<file path="src/rtl/cic_pkg.sv">
// Shared types and constants for the third-order CIC decimator.
package cic_pkg;

  typedef enum logic [1:0] {
    ST_IDLE   = 2'd0,
    ST_SETTLE = 2'd1,
    ST_RUN    = 2'd2
  } cic_state_e;

  localparam int CIC_ORDER    = 3;
  localparam int SETTLE_WORDS = 3;

  // Bit growth of an order-N CIC with unit differential delay, plus sign and input bit.
  function automatic int cic_out_width(input int dec_rate);
    return 2 + CIC_ORDER * $clog2(dec_rate);
  endfunction

endpackage

</file>
<file path="src/rtl/cic_out_fifo.sv">
// Two-entry output buffer with valid/ready handshake and sticky drop detection.
module cic_out_fifo #(
  parameter int W = 20
) (
  input  logic         clk,
  input  logic         reset,
  input  logic         clr_i,
  input  logic         push_i,
  input  logic [W-1:0] push_data_i,
  input  logic         ready_i,
  output logic [W-1:0] data_o,
  output logic         valid_o,
  output logic         overflow_o
);

  logic [W-1:0] mem_q [2];
  logic         rd_ptr_q;
  logic         wr_ptr_q;
  logic [1:0]   count_q;
  logic         overflow_q;
  logic         empty_s;
  logic         full_s;
  logic         pop_s;
  logic         wr_s;
  logic         drop_s;

  // A full buffer still takes a push when the head leaves on the same edge.
  always_comb begin
    empty_s = (count_q == 2'd0);
    full_s  = (count_q == 2'd2);
    pop_s   = !empty_s && ready_i;
    wr_s    = push_i && (!full_s || pop_s);
    drop_s  = push_i && full_s && !pop_s;
  end

  // Storage, pointers, occupancy and the sticky overflow flag.
  always_ff @(posedge clk) begin
    if (reset || clr_i) begin
      mem_q[0]   <= '0;
      mem_q[1]   <= '0;
      rd_ptr_q   <= 1'b0;
      wr_ptr_q   <= 1'b0;
      count_q    <= 2'd0;
      overflow_q <= 1'b0;
    end else begin
      if (wr_s) begin
        mem_q[wr_ptr_q] <= push_data_i;
        wr_ptr_q        <= ~wr_ptr_q;
      end
      if (pop_s) begin
        rd_ptr_q <= ~rd_ptr_q;
      end
      case ({wr_s, pop_s})
        2'b10:   count_q <= count_q + 2'd1;
        2'b01:   count_q <= count_q - 2'd1;
        default: count_q <= count_q;
      endcase
      if (drop_s) begin
        overflow_q <= 1'b1;
      end
    end
  end

  assign data_o     = mem_q[rd_ptr_q];
  assign valid_o    = !empty_s;
  assign overflow_o = overflow_q;

endmodule

</file>
<file path="src/rtl/cic_decimator.sv">
// Third-order CIC decimator for a 1-bit modulator stream, with settle-discard
// of start-up words and a two-entry output buffer.
module cic_decimator
  import cic_pkg::*;
#(
  parameter  int DEC_RATE = 64,
  localparam int OUT_W    = cic_out_width(DEC_RATE)
) (
  input  logic             clk,
  input  logic             reset,
  input  logic             en,
  input  logic             din,
  input  logic             din_valid,
  output logic [OUT_W-1:0] dout,
  output logic             dout_valid,
  input  logic             dout_ready,
  output logic             overflow
);

  localparam int CNT_W = $clog2(DEC_RATE);

  cic_state_e       state_q, state_d;
  logic [1:0]       settle_cnt_q, settle_cnt_d;
  logic [CNT_W-1:0] dec_cnt_q;
  logic [OUT_W-1:0] int1_q, int2_q, int3_q;
  logic [OUT_W-1:0] int1_d, int2_d, int3_d;
  logic [OUT_W-1:0] comb_in_q, dly1_q, dly2_q, dly3_q;
  logic [OUT_W-1:0] c1_s, c2_s, c3_s, samp_s;
  logic             tick_q, comb_vld_q;
  logic             clear_s, accept_s, push_s;

  // Integrators cascade within one cycle so the tick sees the sample that caused it.
  always_comb begin
    samp_s = din ? OUT_W'(1) : {OUT_W{1'b1}};
    int1_d = int1_q + samp_s;
    int2_d = int2_q + int1_d;
    int3_d = int3_q + int2_d;
    c1_s   = comb_in_q - dly1_q;
    c2_s   = c1_s - dly2_q;
    c3_s   = c2_s - dly3_q;
  end

  // Next state, settle counting and FIFO push qualification.
  always_comb begin
    clear_s      = (state_q == ST_IDLE) || !en;
    accept_s     = !clear_s && din_valid;
    state_d      = state_q;
    settle_cnt_d = settle_cnt_q;
    push_s       = 1'b0;
    case (state_q)
      ST_IDLE: begin
        if (en) state_d = ST_SETTLE;
        else    state_d = ST_IDLE;
      end
      ST_SETTLE: begin
        if (comb_vld_q) begin
          if (settle_cnt_q == 2'(SETTLE_WORDS - 1)) begin
            state_d      = ST_RUN;
            settle_cnt_d = 2'd0;
          end else begin
            settle_cnt_d = settle_cnt_q + 2'd1;
          end
        end else begin
          settle_cnt_d = settle_cnt_q;
        end
      end
      ST_RUN:  push_s = comb_vld_q;
      default: state_d = ST_IDLE;
    endcase
    if (!en) begin
      state_d      = ST_IDLE;
      settle_cnt_d = 2'd0;
      push_s       = 1'b0;
    end else begin
      state_d = state_d;
    end
  end

  // State register.
  always_ff @(posedge clk) begin
    if (reset) begin
      state_q      <= ST_IDLE;
      settle_cnt_q <= 2'd0;
    end else begin
      state_q      <= state_d;
      settle_cnt_q <= settle_cnt_d;
    end
  end

  // Integrators, decimation counter and the two-stage comb pipeline.
  always_ff @(posedge clk) begin
    if (reset || clear_s) begin
      int1_q     <= '0;
      int2_q     <= '0;
      int3_q     <= '0;
      dec_cnt_q  <= '0;
      tick_q     <= 1'b0;
      comb_vld_q <= 1'b0;
      comb_in_q  <= '0;
      dly1_q     <= '0;
      dly2_q     <= '0;
      dly3_q     <= '0;
    end else begin
      if (accept_s) begin
        int1_q    <= int1_d;
        int2_q    <= int2_d;
        int3_q    <= int3_d;
        dec_cnt_q <= dec_cnt_q + CNT_W'(1);
      end
      tick_q     <= accept_s && (dec_cnt_q == CNT_W'(DEC_RATE - 1));
      comb_vld_q <= tick_q;
      if (tick_q) begin
        comb_in_q <= int3_q;
      end
      if (comb_vld_q) begin
        dly1_q <= comb_in_q;
        dly2_q <= c1_s;
        dly3_q <= c2_s;
      end
    end
  end

  cic_out_fifo #(.W(OUT_W)) u_out_fifo (
    .clk         (clk),
    .reset       (reset),
    .clr_i       (clear_s),
    .push_i      (push_s),
    .push_data_i (c3_s),
    .ready_i     (dout_ready),
    .data_o      (dout),
    .valid_o     (dout_valid),
    .overflow_o  (overflow)
  );

endmodule
</file>
<file path="config.mk">
export PLATFORM = sky130hd
export DESIGN_NAME = cic_decimator
export DESIGN_NICKNAME = d
export VERILOG_FILES = /design/src/rtl/cic_pkg.sv /design/src/rtl/cic_out_fifo.sv /design/src/rtl/cic_decimator.sv
export SDC_FILE = /design/constraint.sdc
export NUM_CORES = 1
export LEC_CHECK = 0
export CELL_PAD_IN_SITES_DETAIL_PLACEMENT = 1
export CELL_PAD_IN_SITES_GLOBAL_PLACEMENT = 1
export CORE_MARGIN = 1
export CORE_UTILIZATION = 30
export DETAILED_ROUTE_END_ITERATION = 12
export GPL_ROUTABILITY_DRIVEN = 0
export PLACE_DENSITY = 0.63
export REMOVE_ABC_BUFFERS = 1
export SETUP_SLACK_MARGIN = 0.2
export SLEW_MARGIN = 20
export SYNTH_ARGS = -nofsm -noshare
export SYNTH_HDL_FRONTEND = slang
export SYNTH_SLANG_ARGS = --single-unit
</file>
<file path="constraint.sdc">
create_clock -name clk -period 10.9 [get_ports clk]
set_clock_uncertainty 0.15 [all_clocks]
set_input_delay 3.27 -clock clk [delete_from_list [all_inputs] [get_ports clk]]
set_output_delay 3.27 -clock clk [all_outputs]
set_load 0.02 [all_outputs]
</file>
==> run summary <==
status -> finished clean
CTS tree -> yes
CTS max path bufs -> 2
WP data arrival -> 9570 ps
fin nets -> 1,477
TritonRoute pass-1 iters -> 4
vias in the first global route -> 9,727
Num CTS Buffers -> 17
Core Area -> 40,100 um2
top cells by area, synth -> dfxtp_1, ha_1, edfxtp_1, mux2i_1, nor2_1
Worst EP required -> 11,130 ps
later-pin clock latency in the skew report -> 450 ps
leading cell types in the layout, fill and taps excluded -> nor2_1, dfxtp_1, ha_1
unrepaired setup endpoints after global routing -> no
number of port buffers -> 27
EDFF count, synth -> 40
TritonCTS Sinks -> 198
GR Util All Layers -> 13.2%
Mean Syn Cell Area -> 9.15 um2
min cycle time layout -> 9340 ps
ratio of final minimum period to clock period -> 85.7%
Max IR drop VDD -> 0.0998 mV
Cell variety after synth -> 65
Worst Path Max Fanout -> 6
Remaining DRCs -> 0
ys flop type -> dfxtp_1
hold_buf cts -> 0
Slowest cell on crit path -> clkdlybuf4s50_1
final setup TNS -> 0 ps
chip width -> 204 um
largest net degree at the start of global routing -> 70
Iter 0 DRT Violations -> 400
DR top layer -> met4
Multi-input gate area -> 7390 um2
layout cells sized above 1 -> 8.90%
CTS root buffer -> clkbuf_16
initial antenna violation count -> 0
PD cells -> 111 nW/um2
remaining antenna violation count -> 0
mapped cell area -> 12,300 um2
startpoint types -> input pin
n_diodes -> 0
die area -> 41,800 um2
measured slew at the worst slew-check pin -> 1080 ps
reg2reg setup slack -> 4450 ps
Final HPWL DP -> 19,400 um
initial cell density of the core -> 30.6%
Max stage delay on crit path -> 580 ps
Die Height -> 204 um
Finished Core Util -> 34.2%
Yosys Warn Count -> 0
cts repair resizes -> 0
number of fill cells -> 4,646
GRT overflow -> 0
type of element capturing the critical path -> flop
routed wl met3 -> 451 um
Syn-to-layout area delta -> 11.6%
row cnt -> 73
Pins Over Slew Limit -> 0
met1 WL -> 12,600 um
relative slew slack -> 27.7%
DR WL/cell -> 14.1 um
I/O Pins -> 28
number of max-cap violations -> 0
Final setup viols -> 0
fmax -> 107 MHz
register area -> 4370 um2
number of vias in the routed layout -> 9,307
WL met2 -> 13,100 um
commonest non-fill, non-tap cell in the layout -> nor2_1
Pleak -> 5.22 nW
async set-reset flop share out of synthesis -> 0%
final WL -> 26,500 um
Synth top area share -> 25.8%
CTS H-tree depth -> 4
first-pass GRT wire length -> 45,600 um
register area share after synthesis -> 35.5%
Setup Fix Bufs, Post-CTS -> 0
Via-to-Cell Ratio -> 4.94
Crit Path Class -> input pin to flop
Hold Path Class -> flop to flop
Post-Syn Instances -> 1,343
Final Hold Fails -> 0
register bit total from synthesis -> 198
clk slew on worst S/H paths -> 70 ps
leading area contributor after synthesis -> dfxtp_1
worst max-delay path, delay by kind of cell:
kind,cells,cell delay [ps]
buffers and inverters,2,690
adder cells (fa/ha/maj),3,1020
AND/OR/NAND/NOR,6,1110
XOR/XNOR,3,560
AO/OA/AOI/OAI,16,2930
cell families after synthesis:
logic type               synth area share [%]
flip-flops                               35.5
adder cells (fa/ha/maj)                  13.0
AO/OA/AOI/OAI                            18.2
XOR/XNOR                                 8.10
AND/OR/NAND/NOR                          12.8
buffers and inverters                    4.43
multiplexers                             7.95
layer usage:
metal  track usage (%)  vias up
met5                 0        -
met4              3.92        0
met3              2.38       34
met2              24.1       59
met1              15.5     4457
li1                  -     4757
power by group:
part	switching (mW)	leakage, nW	internal (mW)
registers	0.00293	1.75	0.750
clock network	0.316	0.297	0.349
logic	0.0642	3.17	0.0396
cell type report:
cell class              count  share of cell area (%)
clock inverters            15                    1.31
clock buffers              17                    3.10
multi-input cells        1001                    54.0
inverters                  95                    2.60
well taps                 525                    4.79
repair buffers             34                    2.36
flip-flops and latches    198                    31.9
stage by stage:
step | hold slack [ps] | setup slack (ps) | area, um2 | std cells | power (mW)
after floorplan | 284 | 2220 | 12100 | 1294 | 0.844
after global placement | 303 | 1340 | 13100 | 1853 | 0.870
after detailed placement | 307 | 1060 | 13100 | 1853 | 0.875
after CTS | 323 | 1530 | 13700 | 1885 | 1.55
after global routing | 338 | 1050 | 13700 | 1885 | 1.58
final | 322 | 1560 | 13700 | 1885 | 1.52
synthesized netlist by cell type, drive strengths merged, types with 3 or more instances:
| cell | n |
|---|---|
| mux2 | 20 |
| nor2b | 18 |
| inv | 95 |
| a41oi | 3 |
| nor2 | 180 |
| o21bai | 14 |
| a211oi | 9 |
| nand4 | 4 |
| fa | 6 |
| ha | 118 |
| a31oi | 10 |
| a21oi | 96 |
| o31ai | 7 |
| clkbuf | 37 |
| mux2i | 75 |
| edfxtp | 40 |
| o21a | 13 |
| o221a | 36 |
| o21ai | 62 |
| nand2b | 13 |
| or2 | 6 |
| nand3b | 4 |
| or3 | 11 |
| dfxtp | 158 |
| and4 | 3 |
| xor2 | 41 |
| nand2 | 54 |
| a31o | 3 |
| o211ai | 7 |
| a221oi | 4 |
| buf | 12 |
| and2 | 5 |
| a311o | 4 |
| and3 | 10 |
| xnor2 | 69 |
| nand3 | 19 |
| a21o | 41 |
| nor3 | 16 |
| a21boi | 5 |
final timing paths:
check | end | cells after the start | start
worst max-delay path | int3_q[19]$_SDFFE_PP0P_ | 30 | din
worst min-delay path | tick_q$_SDFF_PP0_ | 2 | dec_cnt_q[5]$_SDFFE_PP0P_
worst max register to register | u_out_fifo.mem_q[1][19]$_SDFFCE_PN0P_ | 26 | comb_in_q[0]$_SDFFE_PP0P_
worst min register to register | tick_q$_SDFF_PP0_ | 2 | dec_cnt_q[5]$_SDFFE_PP0P_
flip-flops by register name, summed over array words and instances, names as in the netlist, named ones only:
name	cells
int1_q	20
u_out_fifo.mem_q	40
comb_vld_q	1
u_out_fifo.count_q	2
settle_cnt_q	2
u_out_fifo.wr_ptr_q	1
dly3_q	20
dly2_q	20
u_out_fifo.rd_ptr_q	1
dec_cnt_q	6
tick_q	1
u_out_fifo.overflow_o	1
int3_q	20
comb_in_q	20
dly1_q	20
int2_q	20
state_q	2
No activity file was read; power rests on OpenSTA's default activity.
